==> src/rtl/mips32_mem_loader.sv <==
// Program loader / result dumper for a MIPS32 core: streams words into core memory, pulses core_init,
// waits for HALTED, then streams a memory window out. Define MIPS32_LOADER_TIMEOUT_EN for a RUN watchdog.
module mips32_mem_loader #(
  parameter int ADDR_W      = 10,
  parameter int RUN_TIMEOUT = 4095
) (
  input  logic              clk1,
  input  logic              rst,
  input  logic              in_valid,
  output logic              in_ready,
  input  logic              in_last,
  input  logic [31:0]       in_data,
  input  logic [ADDR_W-1:0] dump_base,
  input  logic [ADDR_W-1:0] dump_len,
  output logic              mem_we,
  output logic [ADDR_W-1:0] mem_addr,
  output logic [31:0]       mem_wdata,
  input  logic [31:0]       mem_rdata,
  output logic              core_init,
  input  logic              core_halted,
  output logic              out_valid,
  input  logic              out_ready,
  output logic              out_last,
  output logic [31:0]       out_data,
  output logic              busy,
  output logic              done,
  output logic              timeout
);
  localparam int RUN_CW = $clog2(RUN_TIMEOUT + 1) + 1;
  localparam logic [ADDR_W-1:0] ONE     = 1;
  localparam logic [RUN_CW-1:0] RUN_ONE = 1;
`ifdef MIPS32_LOADER_TIMEOUT_EN
  localparam logic [RUN_CW-1:0] RUN_LIMIT = RUN_CW'(RUN_TIMEOUT - 1);
`endif

  typedef enum logic [2:0] {IDLE, LOAD, INIT, RUN, DUMP_RD, DUMP_OUT, DONE} state_t;

  state_t            state_reg, state_next;
  logic [ADDR_W-1:0] load_cnt_reg, load_cnt_next;
  logic [ADDR_W-1:0] base_reg, base_next;
  logic [ADDR_W-1:0] len_reg, len_next;
  logic [ADDR_W-1:0] ptr_reg, ptr_next;
  logic [ADDR_W-1:0] idx_reg, idx_next;
  logic [RUN_CW-1:0] run_cnt_reg, run_cnt_next;
  logic [31:0]       data_reg, data_next;
  logic              captured_reg, captured_next;
  logic              is_last;
  logic              leave_run;
`ifdef MIPS32_LOADER_TIMEOUT_EN
  logic              timeout_reg, timeout_next;
`endif

  assign is_last = (idx_reg == len_reg - ONE);

  always_comb begin
    state_next    = state_reg;
    load_cnt_next = load_cnt_reg;
    base_next     = base_reg;
    len_next      = len_reg;
    ptr_next      = ptr_reg;
    idx_next      = idx_reg;
    run_cnt_next  = run_cnt_reg;
    data_next     = data_reg;
    captured_next = captured_reg;
`ifdef MIPS32_LOADER_TIMEOUT_EN
    timeout_next  = timeout_reg;
`endif
    leave_run = 1'b0;
    in_ready  = 1'b0;
    mem_we    = 1'b0;
    mem_addr  = '0;
    mem_wdata = '0;
    core_init = 1'b0;

    case (state_reg)
      IDLE, LOAD: begin
        in_ready = 1'b1;
        mem_addr = load_cnt_reg;
        if (in_valid) begin
          mem_we        = 1'b1;
          mem_wdata     = in_data;
          load_cnt_next = load_cnt_reg + ONE;
          state_next    = LOAD;
          if (in_last) begin
            base_next     = dump_base;
            len_next      = dump_len;
            load_cnt_next = '0;
            state_next    = INIT;
          end
        end
      end
      INIT: begin
        core_init    = 1'b1;
        run_cnt_next = '0;
        state_next   = RUN;
      end
      RUN: begin
        // Saturating count; a zero count marks the first RUN cycle, where a stale HALTED is ignored.
        if (!(&run_cnt_reg)) run_cnt_next = run_cnt_reg + RUN_ONE;
        if ((run_cnt_reg != '0) && core_halted) leave_run = 1'b1;
`ifdef MIPS32_LOADER_TIMEOUT_EN
        else if (run_cnt_reg >= RUN_LIMIT) begin
          timeout_next = 1'b1;
          leave_run    = 1'b1;
        end
`endif
        if (leave_run) begin
          ptr_next      = base_reg;
          idx_next      = '0;
          captured_next = 1'b0;
          state_next    = (len_reg == '0) ? DONE : DUMP_RD;
        end
      end
      DUMP_RD: begin
        mem_addr      = ptr_reg;
        captured_next = 1'b0;
        state_next    = DUMP_OUT;
      end
      DUMP_OUT: begin
        // Read data arrives one cycle after the address, so the first DUMP_OUT cycle captures it.
        mem_addr = ptr_reg;
        if (!captured_reg) begin
          data_next     = mem_rdata;
          captured_next = 1'b1;
        end else if (out_ready) begin
          if (is_last) begin
            state_next = DONE;
          end else begin
            ptr_next   = ptr_reg + ONE;
            idx_next   = idx_reg + ONE;
            state_next = DUMP_RD;
          end
        end
      end
      DONE: begin
        if (in_valid) begin
          state_next    = IDLE;
          load_cnt_next = '0;
`ifdef MIPS32_LOADER_TIMEOUT_EN
          timeout_next  = 1'b0;
`endif
        end
      end
      default: state_next = IDLE;
    endcase

    // Reset wins over a same-cycle handshake: no write may reach memory.
    if (rst) begin
      in_ready  = 1'b1;
      mem_we    = 1'b0;
      mem_addr  = '0;
      mem_wdata = '0;
      core_init = 1'b0;
    end
  end

  always_comb begin
    out_valid = (state_reg == DUMP_OUT) && captured_reg;
    out_last  = (state_reg == DUMP_OUT) && captured_reg && is_last;
    out_data  = data_reg;
    busy      = (state_reg != IDLE) && (state_reg != DONE);
    done      = (state_reg == DONE);
    if (rst) begin
      out_valid = 1'b0;
      out_last  = 1'b0;
      out_data  = '0;
      busy      = 1'b0;
      done      = 1'b0;
    end
  end

  always_ff @(posedge clk1) begin
    if (rst) begin
      state_reg    <= IDLE;
      load_cnt_reg <= '0;
      base_reg     <= '0;
      len_reg      <= '0;
      ptr_reg      <= '0;
      idx_reg      <= '0;
      run_cnt_reg  <= '0;
      data_reg     <= '0;
      captured_reg <= 1'b0;
    end else begin
      state_reg    <= state_next;
      load_cnt_reg <= load_cnt_next;
      base_reg     <= base_next;
      len_reg      <= len_next;
      ptr_reg      <= ptr_next;
      idx_reg      <= idx_next;
      run_cnt_reg  <= run_cnt_next;
      data_reg     <= data_next;
      captured_reg <= captured_next;
    end
  end

`ifdef MIPS32_LOADER_TIMEOUT_EN
  always_ff @(posedge clk1) begin
    if (rst) timeout_reg <= 1'b0;
    else     timeout_reg <= timeout_next;
  end

  assign timeout = timeout_reg & ~rst;
`else
  assign timeout = 1'b0;
`endif

endmodule
==> config.mk <==
export PLATFORM = sky130hd
export DESIGN_NAME = mips32_mem_loader
export DESIGN_NICKNAME = d
export VERILOG_FILES = /design/src/rtl/mips32_mem_loader.sv
export SDC_FILE = /design/constraint.sdc
export NUM_CORES = 1
export LEC_CHECK = 0
export CAP_MARGIN = 10
export CORE_MARGIN = 8
export CORE_UTILIZATION = 45
export CTS_BUF_LIST = sky130_fd_sc_hd__clkbuf_8
export DETAILED_ROUTE_END_ITERATION = 12
export GPL_TIMING_DRIVEN = 0
export PLACE_DENSITY = 0.76
export SKIP_LAST_GASP = 1
export SYNTH_ARGS = -nofsm -noshare
export SYNTH_HDL_FRONTEND = slang
export SYNTH_SLANG_ARGS = --single-unit
export TNS_END_PERCENT = 10
==> constraint.sdc <==
create_clock -name clk1 -period 3.35 [get_ports clk1]
set_clock_uncertainty 0.1 [all_clocks]
set_input_delay 0.67 -clock clk1 [delete_from_list [all_inputs] [get_ports clk1]]
set_output_delay 0.67 -clock clk1 [all_outputs]
set_load 0.05 [all_outputs]
Word-level counts from Yosys, hierarchy flattened
Cells that the tools add are included.
{ "totals": {"ff_bits": 99, "inputBits": 90, "output_inout_bits": 82, "wordCells": 98} }
{ "op_classes": {"n_addsub": 5, "eq_ne": 15, "muxes": 46, "bitwise_logic": 1, "n_reduce_logical": 22} }
{ "ops": {"columns": ["op", "count"], "rows": [
  ["$mux 32", 4],
  ["$mux 10", 12],
  ["$pmux 10 s2", 4],
  ["$add 10x1->10 const B", 3],
  ["$pmux 13 s2", 1],
  ["$pmux 3 s6", 1],
  ["$mux 3", 5],
  ["$mux 1", 14],
  ["$ne 2x2->1 const B", 7],
  ["$add 13x1->13 const B", 1],
  ["$mux 13", 1],
  ["$reduce_and 13->1", 1],
  ["$reduce_bool 13->1", 1],
  ["$eq 10x10->1", 1],
  ["$logic_not 10->1", 1],
  ["$reduce_and 5->1", 2],
  ["$sub 10x1->10 const B", 1],
  ["$eq 3x3->1 const B", 3],
  ["$eq 3x2->1 const B", 2],
  ["$mux 2", 3],
  ["$reduce_and 2->1", 3],
  ["$reduce_and 3->1", 2],
  ["$reduce_bool 2->1", 3],
  ["$reduce_bool 3->1", 2],
  ["other kinds (7)", 11]
]} }

Depth between registers and ports, before layout
{ "depth": {"word_depth": 6, "mapped_depth": 10, "ltp_nobuf": 9} }

Worst setup path after synthesis
OpenSTA, ideal clock, no wires.
{ "synth_path": {"path_type": "register -> output", "from": "reg len_reg[2]", "to": "out out_last", "t_arrival_ps": 2704, "required_time_ps": 2580, "slack_ps": -124, "path_stages_with_launch": 8, "path_buffers": 1, "cell_sequence": "dfxtp_1 > buf_6 > or3_4 > or4_4 > xnor2_2 > a211o_4 > or2_2 > nor2_1"} }
{ "synth_via": {"elab_chain_cells": 4} }
{ "synth_lines": {"columns": ["element", "line", "rtl"], "rows": [
  ["from (decl)", "41", "logic [ADDR_W-1:0] len_reg, len_next;"],
  ["from (signal assigned)", "187", "len_reg <= len_next;"],
  ["$sub 10x1->10", "53", "assign is_last = (idx_reg == len_reg - ONE);"],
  ["$eq 10x10->1", "53", null],
  ["$logic_and 1x1->1", "159", "out_last = (state_reg == DUMP_OUT) && captured_reg && is_last;"],
  ["$mux 1", "163", "if (rst) begin"],
  ["to (decl)", "23", "output logic out_last,"]
]} }
Every way passes these cells.

Worst setup path in the final report
{ "layout_path": {"from": "reg len_reg[4]", "to": "out out_last"} }
The elaborated chain is that of the path after synthesis.

==> metrics <==
run status=complete, but fails checks; failing checks=setup timing; HPWL Detailed=12900 um; Yosys reg bits=99; total die area=15300 sq um; CTS tree=done; setup tns final=-1.20 ns; Initial Util=0.460; largest net degree at the start of global routing=17; Int Pwr=1.96 mW; Peak supply drop=309 uV; Seq pwr share=0.432; IO Pins=172; worst-path maximum fanout=5; final WL=16500 um; critical path required time=2.58 ns; hold crit path type=reg2reg; Reg clk slew, reported paths=0.09 ns; clock share of power=0.302; Mean Syn Cell Area=7.62 sq um; Clk Latency, worst-skew pair=0.37 ns; Synth cell types=56; Worst-Margin Slew=0.738 ns; dpl ws=-0.559 ns; setup repair after global routing missed its margin=true; Top FF cell, synth=dfxtp_1; leakage power=2.64 nW; most common cell after layout, fill and taps aside=clkdlybuf4s50_1; NumNets Final=964; most frequent cells in the layout=138 x clkdlybuf4s50_1, 133 x nand2_1, 97 x dfxtp_1; final max-slew violation count=0; 1st-iter DRT viols=324; relative slew slack=0.506; Pwr Density=391 nW/um^2; # DRC=0; Psw=0.917 mW; overall routing resource usage=0.211; Routed Antenna Nets=0; hold slack=0.355 ns; syn_nets=783; FP Rows=39; setup violators final=27; CTS hold repair buffers=0; crit path kind=reg2out; PnR Total Power=2.88 mW; Port Buf Inserts=169; first-pass GRT wire length=26000 um; Final min period=3.46 ns; area of the mapped netlist=5230 sq um; vias in the first global route=5299; per-cell routed wire length=16.2 um; die width=124 um; register area share after synthesis=0.379; die outline height=124 um; Final Wtd Congestion=0.852; Vias=5323; Comb pwr share=0.266; H-tree depth=3; post-layout util=0.647; vias per inst=5.24; fraction of layout cells with a size suffix above 1=0.0664; root buffer cell=clkbuf_8; max_cap viols=0; Sw Share=0.318; final setup margin=-0.114 ns; maximum clock path buffer count=2; Final Hold Fails=0; cts bufs inserted=9; DRT Pass-1 Iters=5; max reg flops=32; CP startpoint kind=register; clock sink total=99; Peak Freq=0.289 GHz; Mapped Cells=687; async set or reset register ratio after synthesis=0; Core ar.=11400 sq um; synthesis warning total=0; Arr. time, crit path=2.69 ns; Tcrit/Tclk final=1.03; Area Overhead vs Synth=40.6%; initial antenna violation count=0; grt total ovfl=0; crit end category=primary output; Inserted Diodes=0; EDFF count, synth=0
area by class of cell:
cell class,count,area (sq um)
Tap cell,143,179
Sequential cell,99,1980
Timing Repair Buffer,171,1710
Multi-Input combinational cell,533,3030
Clock buffer,10,138
Buffer,42,189
Clock inverter,6,87.6
Fill cell,1032,4010
Inverter,12,45.0
cell usage after synthesis, types with 4 or more instances:
master,count,share of area
nor2b_1,35,0.042
nand4_1,5,0.0060
nand2_1,133,0.095
nor3_1,10,0.0096
nand2b_1,8,0.0096
or3_1,9,0.011
and3_1,9,0.011
o31ai_1,4,0.0057
ha_1,6,0.014
and4_1,4,0.0067
a21o_1,5,0.0072
nand3b_1,4,0.0057
o32ai_1,4,0.0067
dfxtp_1,99,0.38
mux2i_1,14,0.027
nand3_1,13,0.012
or4_1,6,0.0086
xor2_1,14,0.023
clkbuf_1,37,0.027
o21ai_0,15,0.014
inv_1,12,0.0086
a21oi_1,87,0.083
nor2_1,60,0.043
and2_1,32,0.038
or2_2,8,0.0096
xnor2_1,15,0.025
power by group through the flow:
stage / clock network, mW / registers (mW) / logic [mW]
global placement: 0 / 1.27 / 0.763
finish: 0.870 / 1.24 / 0.766
detailed placement: 0 / 1.27 / 0.780
floorplan: 0 / 1.26 / 0.504
global route: 0.925 / 1.25 / 0.825
CTS: 0.890 / 1.24 / 0.766
final timing paths:
check | start | end | slack, ns | cells after the start
setup / recovery | len_reg[4] | out_last | -0.11 | 7
hold / removal | data_reg[28] | data_reg[28] | 0.35 | 2
setup reg to reg | len_reg[4] | idx_reg[1] | 0.44 | 9
hold reg to reg | data_reg[28] | data_reg[28] | 0.35 | 2
worst max-delay path, cell delays in order, from the launching register on:
cell	delay (ns)
dfxtp_1	0.38
or3_4	0.42
or4_4	0.54
xnor2_2	0.16
a211o_4	0.31
or2_4	0.25
nor2_4	0.10
buf_8	0.15
cells by family after synthesis:
| family | share of synthesized area |
|---|---|
| other | 0.000717 |
| flip-flops | 0.379 |
| buffers and inverters | 0.0447 |
| adder cells (fa/ha/maj) | 0.0143 |
| multiplexers | 0.0268 |
| AO/OA/AOI/OAI | 0.155 |
| XOR/XNOR | 0.0516 |
| AND/OR/NAND/NOR | 0.328 |
through the flow:
stage                     instances  cell area (sq um)
after CTS                      1016               7360
after detailed placement        999               7110
after floorplan                 687               5240
after global routing           1016               7360
after global placement          999               7110
final                          1016               7360
repair_timing:
item                                    4_1_cts  5_1_grt
resized for setup                            71        2
pin swaps                                     6        0
buffers inserted                              2        0
endpoints found under the setup margin       48       47
routing by layer:
metal  vias to the layer above  part of all wire  global-route usage
met4                         0            0.0056              0.0376
met1                      2515              0.42               0.254
met2                       130              0.50               0.356
met3                         8             0.076              0.0780
met5                         -                 0                   0
li1                       2670                 -                   -
Power figures use the tool's default switching activity.
